## config.mk

```make
export PLATFORM = sky130hd
export DESIGN_NAME = twelve_disp_scan
export DESIGN_NICKNAME = d
export VERILOG_FILES = /design/src/rtl/twelve_disp_pkg.sv /design/src/rtl/seg7_decode.sv /design/src/rtl/twelve_disp_scan.sv
export SDC_FILE = /design/constraint.sdc
export NUM_CORES = 1
export LEC_CHECK = 0
export ABC_CLOCK_PERIOD_IN_PS = 1680
export CORE_ASPECT_RATIO = 0.6
export CORE_MARGIN = 10
export CORE_UTILIZATION = 49
export DETAILED_ROUTE_END_ITERATION = 10
export GPL_TIMING_DRIVEN = 0
export PLACE_DENSITY = 0.8
export SLEW_MARGIN = 20
export SYNTH_ARGS = -nofsm -noshare
export SYNTH_HDL_FRONTEND = slang
export SYNTH_SLANG_ARGS = --single-unit
export TNS_END_PERCENT = 10
```

## constraint.sdc

```tcl
create_clock -name CLK -period 1.68 [get_ports CLK]
set_clock_uncertainty 0.05 [all_clocks]
set_input_delay 0.336 -clock CLK [delete_from_list [all_inputs] [get_ports CLK]]
set_output_delay 0.336 -clock CLK [all_outputs]
set_load 0.01 [all_outputs]
```

## src/rtl/twelve_disp_pkg.sv

```systemverilog
// Package: twelve_disp_pkg
//   Shared constants for the twelve_disp_scan display stage: 7-segment codes
//   (bit order {g,f,e,d,c,b,a}, active-high), the all-digits-off anode
//   pattern, and a counter-width helper used for the prescaler and flash timer.
package twelve_disp_pkg;

  localparam logic [6:0] SEG_0     = 7'h3F;
  localparam logic [6:0] SEG_1     = 7'h06;
  localparam logic [6:0] SEG_2     = 7'h5B;
  localparam logic [6:0] SEG_3     = 7'h4F;
  localparam logic [6:0] SEG_4     = 7'h66;
  localparam logic [6:0] SEG_5     = 7'h6D;
  localparam logic [6:0] SEG_6     = 7'h7D;
  localparam logic [6:0] SEG_7     = 7'h07;
  localparam logic [6:0] SEG_8     = 7'h7F;
  localparam logic [6:0] SEG_9     = 7'h6F;
  localparam logic [6:0] SEG_DASH  = 7'h40;
  localparam logic [6:0] SEG_BLANK = 7'h00;

  localparam logic [1:0] AN_NONE   = 2'b11;

  // Bits needed for a counter that must hold values 0..n-1 (never below 1).
  function automatic int cnt_width(input int n);
    if (n <= 2) return 1;
    return $clog2(n);
  endfunction

endpackage

```

## src/rtl/seg7_decode.sv

```systemverilog
// Module: seg7_decode
//   Combinational digit-to-segment decoder. Dash has priority over blank,
//   blank has priority over the digit value.
// Ports:
//   digit  in  4  decimal digit 0..9 (10..15 render as dash)
//   blank  in  1  1 = all segments off
//   dash   in  1  1 = middle segment only
//   seg    out 7  segments {g,f,e,d,c,b,a}, active-high
module seg7_decode
  import twelve_disp_pkg::*;
(
  input  logic [3:0] digit,
  input  logic       blank,
  input  logic       dash,
  output logic [6:0] seg
);

  always_comb begin
    // NOTE: seg gets a value on every path through this block, so no latch is inferred.
    seg = SEG_DASH;
    if (dash) begin
      seg = SEG_DASH;
    end else if (blank) begin
      seg = SEG_BLANK;
    end else begin
      unique case (digit)
        4'd0:    seg = SEG_0;
        4'd1:    seg = SEG_1;
        4'd2:    seg = SEG_2;
        4'd3:    seg = SEG_3;
        4'd4:    seg = SEG_4;
        4'd5:    seg = SEG_5;
        4'd6:    seg = SEG_6;
        4'd7:    seg = SEG_7;
        4'd8:    seg = SEG_8;
        4'd9:    seg = SEG_9;
        default: seg = SEG_DASH;
      endcase
    end
  end

endmodule

```

## src/rtl/twelve_disp_scan.sv

```systemverilog
// Module: twelve_disp_scan
//   Samples a mod-12 counter value and shows it as two decimal digits on a
//   multiplexed 7-segment display. Values above MAX_VAL show "--".
//   Optional feature macro: CO_FLASH_EN -- when defined, a CO_IN pulse lights
//   DP for FLASH_CYC cycles; when undefined DP is tied low and CO_IN is ignored.
// Ports:
//   CLK    in   1  clock, rising edge
//   MR     in   1  asynchronous reset, active-high
//   EN     in   1  1 = capture Q_IN every cycle, 0 = hold displayed value
//   Q_IN   in   4  counter value
//   CO_IN  in   1  counter carry-out pulse
//   SEG    out  7  segments {g,f,e,d,c,b,a}, active-high
//   AN     out  2  digit enables, active-low; AN[0]=ones, AN[1]=tens
//   DP     out  1  decimal point, active-high
module twelve_disp_scan
  import twelve_disp_pkg::*;
#(
  parameter int SCAN_DIV  = 50000,
  parameter int MAX_VAL   = 11,
  parameter int BLANK_LZ  = 1,
  parameter int FLASH_CYC = 16
) (
  input  logic       CLK,
  input  logic       MR,
  input  logic       EN,
  input  logic [3:0] Q_IN,
  input  logic       CO_IN,
  output logic [6:0] SEG,
  output logic [1:0] AN,
  output logic       DP
);

  localparam int              DIV_W    = cnt_width(SCAN_DIV);
  localparam logic [DIV_W-1:0] DIV_LAST = DIV_W'(SCAN_DIV - 1);
  localparam logic [3:0]      MAX_Q    = 4'(MAX_VAL);

  logic [3:0]       val_r;
  logic [DIV_W-1:0] div_cnt;
  logic             sel;       // 0 = ones slot, 1 = tens slot

  logic             dash;
  logic             tens;
  logic [3:0]       ones;
  logic [3:0]       digit;
  logic             blank;
  logic [6:0]       seg_next;

  // Capture register and scan prescaler.
  always_ff @(posedge CLK or posedge MR) begin
    if (MR) begin
      val_r   <= 4'd0;
      div_cnt <= '0;
      sel     <= 1'b0;
    end else begin
      // NOTE: sequential state uses non-blocking assignments so every register samples pre-edge values.
      if (EN) val_r <= Q_IN;
      if (div_cnt == DIV_LAST) begin
        div_cnt <= '0;
        sel     <= ~sel;
      end else begin
        div_cnt <= div_cnt + DIV_W'(1);
      end
    end
  end

  // Split the held value into decimal digits and pick the one for this slot.
  always_comb begin
    dash  = (val_r > MAX_Q);
    tens  = 1'b0;
    ones  = val_r;
    if (!dash && (val_r >= 4'd10)) begin
      tens = 1'b1;
      ones = val_r - 4'd10;
    end
    digit = sel ? {3'b000, tens} : ones;
    // Dash overrides blanking inside the decoder, so out-of-range shows "--".
    blank = sel && (BLANK_LZ != 0) && !tens;
  end

  seg7_decode u_decode (
    .digit (digit),
    .blank (blank),
    .dash  (dash),
    .seg   (seg_next)
  );

  // Registered outputs: one cycle behind sel, AN and SEG update together.
  always_ff @(posedge CLK or posedge MR) begin
    if (MR) begin
      SEG <= SEG_BLANK;
      AN  <= AN_NONE;
    end else begin
      SEG <= seg_next;
      AN  <= ~(2'b01 << sel);
    end
  end

`ifdef CO_FLASH_EN
  localparam int FL_W = cnt_width(FLASH_CYC + 1);

  logic [FL_W-1:0] flash_cnt;

  // A CO_IN pulse (re)loads the full count; DP is lit while the count is nonzero.
  always_ff @(posedge CLK or posedge MR) begin
    if (MR) begin
      flash_cnt <= '0;
      DP        <= 1'b0;
    end else begin
      if (CO_IN) begin
        flash_cnt <= FL_W'(FLASH_CYC);
      end else if (flash_cnt != '0) begin
        flash_cnt <= flash_cnt - FL_W'(1);
      end
      DP <= (flash_cnt != '0);
    end
  end
`else
  localparam int unused_flash_cyc = FLASH_CYC;
  logic unused_co_in;

  assign unused_co_in = CO_IN;
  assign DP           = 1'b0;
`endif

endmodule

```

Word-level counts from Yosys, hierarchy flattened --
Memory sizes are Yosys's and may differ from the RTL's. Cells that the tools add are included. W data, S select, Z words.
Word-level totals: register bits after elaboration 30, memory bits (read-only) 112, input port bits 8, output and inout bits 10, logic and storage cells 24, memories kept 1
Cells by class: $add $sub $neg 2, order comparisons 2, equality and inequality tests 1, shift-type cells 1, multiplexer cells 6, bitwise gates (word level) 2, reductions and logical operators 4
Memories:
- (no name shown) | words 16, bits a word 7, rd ports 1, clocked after Yosys merged registers in 0, write ports 0, line seg7_decode.sv:26 | unique case (digit)
Operators by type and width (count):
- $add A16 B1 Y16 const B | 1
- $eq A16 B16 Y1 const B | 1
- $mux W16 | 1
- $mux W7 | 2
- $mux W4 | 2
- $ge A4 B4 Y1 const B | 1
- $gt A4 B4 Y1 const B | 1
- $sub A4 B4 Y4 const B | 1
- $logic_and A1 B1 Y1 | 2
- $logic_not A1 Y1 | 2
- $not A2 Y2 | 1
- $shl A1 B1 Y2 const A | 1
- $mux W1 | 1
- $not A1 Y1 | 1

Longest topological paths before layout --
depth after elaboration 8, depth in mapped cells 7, depth with buffers taken out 7

Cells and area by module --
Synthesis repeated with hierarchy kept, for this count alone.
Unflattened totals: cells, all modules 139, area, all modules 1463.9 um^2
Modules (own cells, without submodules):
- twelve_disp_scan | instances 1, cells an instance 109, area an instance 1263.7 um^2, seq. area each 753.2 um^2
- seg7_decode | instances 1, cells an instance 30, area an instance 200.2 um^2, seq. area each 0.0 um^2

Worst setup path before layout --
No wires, ideal clock.
path type register to register, start point reg val_r[3], end point reg SEG[0], library setup time 0.078 ns, arrival time 1.660 ns, required time 1.552 ns, path slack -0.108 ns, cell stages (with the launch flop) 7, buffers on the path 0, clock period less this slack 1.788 ns, path through dfrtp_1 > and2_1 > a31oi_1 > inv_1 > ha_1 > mux2_1 > a21oi_1
Between the ends: cells in the longest elaborated chain, start to end 8, elaborated cells between the ends (all ways) 13, those cells by class add/sub: 1; order compare: 2; mux: 5; reduce/logical: 4; memory: 1
Ends and longest elaborated chain:
- start, declared | line twelve_disp_scan.sv:37 | logic [3:0] val_r;
- start signal, assigned | line twelve_disp_scan.sv:51 | val_r <= 4'd0;
- start signal, assigned | line twelve_disp_scan.sv:56 | if (EN) val_r <= Q_IN;
- $gt A4 B4 Y1 | line twelve_disp_scan.sv:68 | dash = (val_r > MAX_Q);
- $logic_not A1 Y1 | line twelve_disp_scan.sv:71 | if (!dash && (val_r >= 4'd10)) begin
- $logic_and A1 B1 Y1 | line twelve_disp_scan.sv:71
- $mux W4 / $mux W1 (equally long branches) | line twelve_disp_scan.sv:71
- $mux W4 / $logic_not A1 Y1 (equally long branches) | line twelve_disp_scan.sv:75, twelve_disp_scan.sv:77
- $mem_v2 Z16 W7 / $logic_and A1 B1 Y1 (equally long branches)
- $mux W7 | line seg7_decode.sv:23 | end else if (blank) begin
- $mux W7 * | line seg7_decode.sv:21 | if (dash) begin
- named net seg_next[0] | line twelve_disp_scan.sv:46 | logic [6:0] seg_next;
- end signal, assigned | line twelve_disp_scan.sv:93 | SEG <= seg_next;
- end, declared | line twelve_disp_scan.sv:28 | output logic [6:0] SEG,
The timed path passes the listed nets; every way through them passes the cells marked *. A chain may end at the register's enable or synchronous reset.

Final worst setup path --
start point reg val_r[2], end point reg SEG[0]
The elaborated chain is that of the path after synthesis.

==> summary.md <==
| Metric | Value |
|---|---|
| Outcome | finished with violations |
| Failing checks | negative setup slack |
| Wire per inst | ~16 um |
| Commonest register cell after synthesis | dfrtp_1 |
| N_diodes | 0 |
| Peak VDD IR | 0.9098 mV |
| Global route overflow | 0 |
| Worst setup EP type | flip-flop |
| Final TNS setup | -0.3037 ns |
| Initial Utilization | between 50% and 60% |
| Routability cong. | 0.9061 |
| Fin. Hold Viols | 0 |
| Worst Path Required | 1.84 ns |
| Area of the multi-input gates | 777.0 sq um |
| CTS tree | built |
| Mean Syn Cell Area | ~11 sq um |
| Dpl ws | -0.3090 ns |
| Port bufs | 15 |
| WS Path Type | reg -> reg |
| Setup-failing EPs final | 5 |
| Pre-Repair DR Iteration Count | 4 |
| Period minus WS final | 1.776 ns |
| Number of enable flip-flop cells after synthesis | 0 |
| Fraction of registers with async set/reset | 100.0% |
| I/O Pins | 18 |
| Final worst slack | -0.09650 ns |
| Row Count | 15 |
| Cts hold-fix bufs | 0 |
| Worst Path Max Fanout | 4 |
| Commonest non-fill, non-tap cells in the layout | dfrtp_1, nor2_1, clkdlybuf4s50_1 |
| Vias | 1,098 |
| Drt initial violations | 93 |
| Slew @ Worst Pin | between 0.6 and 0.7 ns |
| Seq cells post-synth | 30 |
| Clock Pin Slew Worst Setup and Hold Paths | 0.07 ns |
| Final Cycle Share | 105.7% |
| Hold WC Path Type | in -> async |
| Fill count | 231 |
| Die Area | 5719 sq um |
| Number of CTS-inserted buffers | 5 |
| Largest net degree at the start of global routing | 31 |
| DRC viols | 0 |
| Commonest non-fill, non-tap cell in the layout | dfrtp_1 |
| Post-Syn Nets | roughly 150 |
| Final total power | 1.813 mW |
| Area grow syn2layout | 28.46% |
| Die Wd | 91.20 um |
| Finished Cell Area | 1914 sq um |
| NumNets Final | 179 |
| Fraction of layout cells with a size suffix above 1 | 25.00% |
| Max Clock Freq | 562.9 MHz |
| Unrepaired setup endpoints after global routing | yes |
| Deepest clock path buffer count | 2 |
| Dpl hpwl | 2263 um |
| Slew HR | 58.79% |
| Maxcap violations | 0 |
| Clk_lat worst skew | ~0.28 ns |
| Antenna viol nets, final | 0 |
| Lkg Pwr | 0.8606 nW |
| Via density | 5.330 |
| All-Layer GR Usage | between 10% and 20% |
| Pwr Density | 947.0 nW/um^2 |
| Post-synthesis sequential area ratio | 50.55% |
| YS warnings | 0 |
| DRT Wirelength | 3194 um |
| Htree depth | 2 |
| CP arrival | 1.94 ns |
| First-pass GRT wire length | 5244 um |
| Sink Count | 30 |
| Vias in the first global route | 1,110 |
| Placed instance area | 1709 sq um |
| R2R depth | 6 |
| Synth cell types | 39 |
| Initial antenna violation count | 0 |
| Flip-flop and latch area | 757.0 sq um |
| Final Util | 66.23% |
| Die Span Y | around 63 um |
| Synthesized area | around 1500 sq um |
| Core ar. | 2890 sq um |
| Startpoint types | flip-flop |
| CTS Root Buffer Type | clkbuf_8 |
| Pins Over Slew Limit | 0 |
| Post-Synthesis Cells | 136 |
## metal layers
| layer | vias up | share of wire [%] | track usage [%] |
|---|---|---|---|
| met4 | 0 | 1.3 | 4.475 |
| met1 | 533 | 45 | 13.91 |
| li1 | 523 | - | - |
| met2 | 35 | 47 | 17.35 |
| met3 | 7 | 6.9 | 4.916 |
| met5 | - | 0 | 0 |
## through the flow
stage               std cells  hold slack (ns)
finish                    206           0.4050
global route              206           0.4729
detailed placement        193           0.4298
CTS                       204           0.4562
floorplan                 136           0.3753
global placement          193           0.4146
## where the power goes
group	switching [mW]	internal (mW)
logic	0.154	0.164
registers	0.0190	0.767
clock network	0.273	0.436
total	0.446	1.37
## synth_stat cells, types with 2 or more instances
cell type   n  area [sq um]
nor4_1      2         12.51
ha_1        8         100.1
dfrtp_1    28         700.7
inv_2       2         7.510
a31oi_1     3         18.77
nand4_1     5         31.28
nand2_1     8         30.03
xnor2_1    10         87.58
dfstp_2     2         52.55
nand3_1     7         35.03
nor3_1      3         15.01
xor2_1      5         43.79
nor2b_1     2         12.51
a21oi_1     5         25.02
nand2b_1    3         18.77
nor2_1     13         48.80
o21ai_0     3         15.01
inv_1       5         18.77
mux2_2      2         22.52
## critical path, cell delays in order (launching register included)
cell and delay, ns:
dfrtp_2 0.40, inv_2 0.06, ha_4 0.26, and4bb_2 0.25
or2_4 0.28, mux2_4 0.30, a21oi_2 0.11
## cells by family (layout without fill, tap and decap cells)
kind of cell / after synthesis / after routing / share of synthesized area (%)
AO/OA/AOI/OAI: 16 / 16 / 7.809
buffers and inverters: 8 / 36 / 2.268
flip-flops: 30 / 30 / 50.55
XOR/XNOR: 15 / 15 / 8.816
multiplexers: 4 / 4 / 2.939
AND/OR/NAND/NOR: 54 / 54 / 20.66
adder cells (fa/ha/maj): 8 / 8 / 6.717
other: 1 / 1 / 0.2516
## worst paths after layout
path	from	slack, ns	end
max reg2reg	val_r[2]	-0.1	SEG[0]
max	val_r[2]	-0.1	SEG[0]
min	MR	0.41	div_cnt[3]
min reg2reg	val_r[0]	0.45	val_r[0]
min in group CLK	val_r[0]	0.45	val_r[0]
max in group asynchronous	MR	0.73	val_r[2]
## sequential cells by signal, summed over array words and instances (netlist names)
register	count
AN	2
div_cnt	16
sel	1
val_r	4
SEG	7
## timing repair
item / 4_1_cts / 5_1_grt
buffers inserted: 3 / 2
resized for setup: 13 / 2
endpoints found under the setup margin: 19 / 13
pin swaps: 9 / 2
hold endpoints to repair: 0 / 0
## layout make-up
| class | instances | share of cell area, % |
|---|---|---|
| Buffer | 1 | 0.3922 |
| Clock buffer | 5 | 3.595 |
| Clock inverter | 3 | 2.091 |
| Inverter | 7 | 1.373 |
| Multi-Input combinational cell | 98 | 40.59 |
| Sequential cell | 30 | 39.54 |
| Tap cell | 42 | 2.745 |
| Timing Repair Buffer | 20 | 9.673 |
Power figures use the tool's default switching activity.
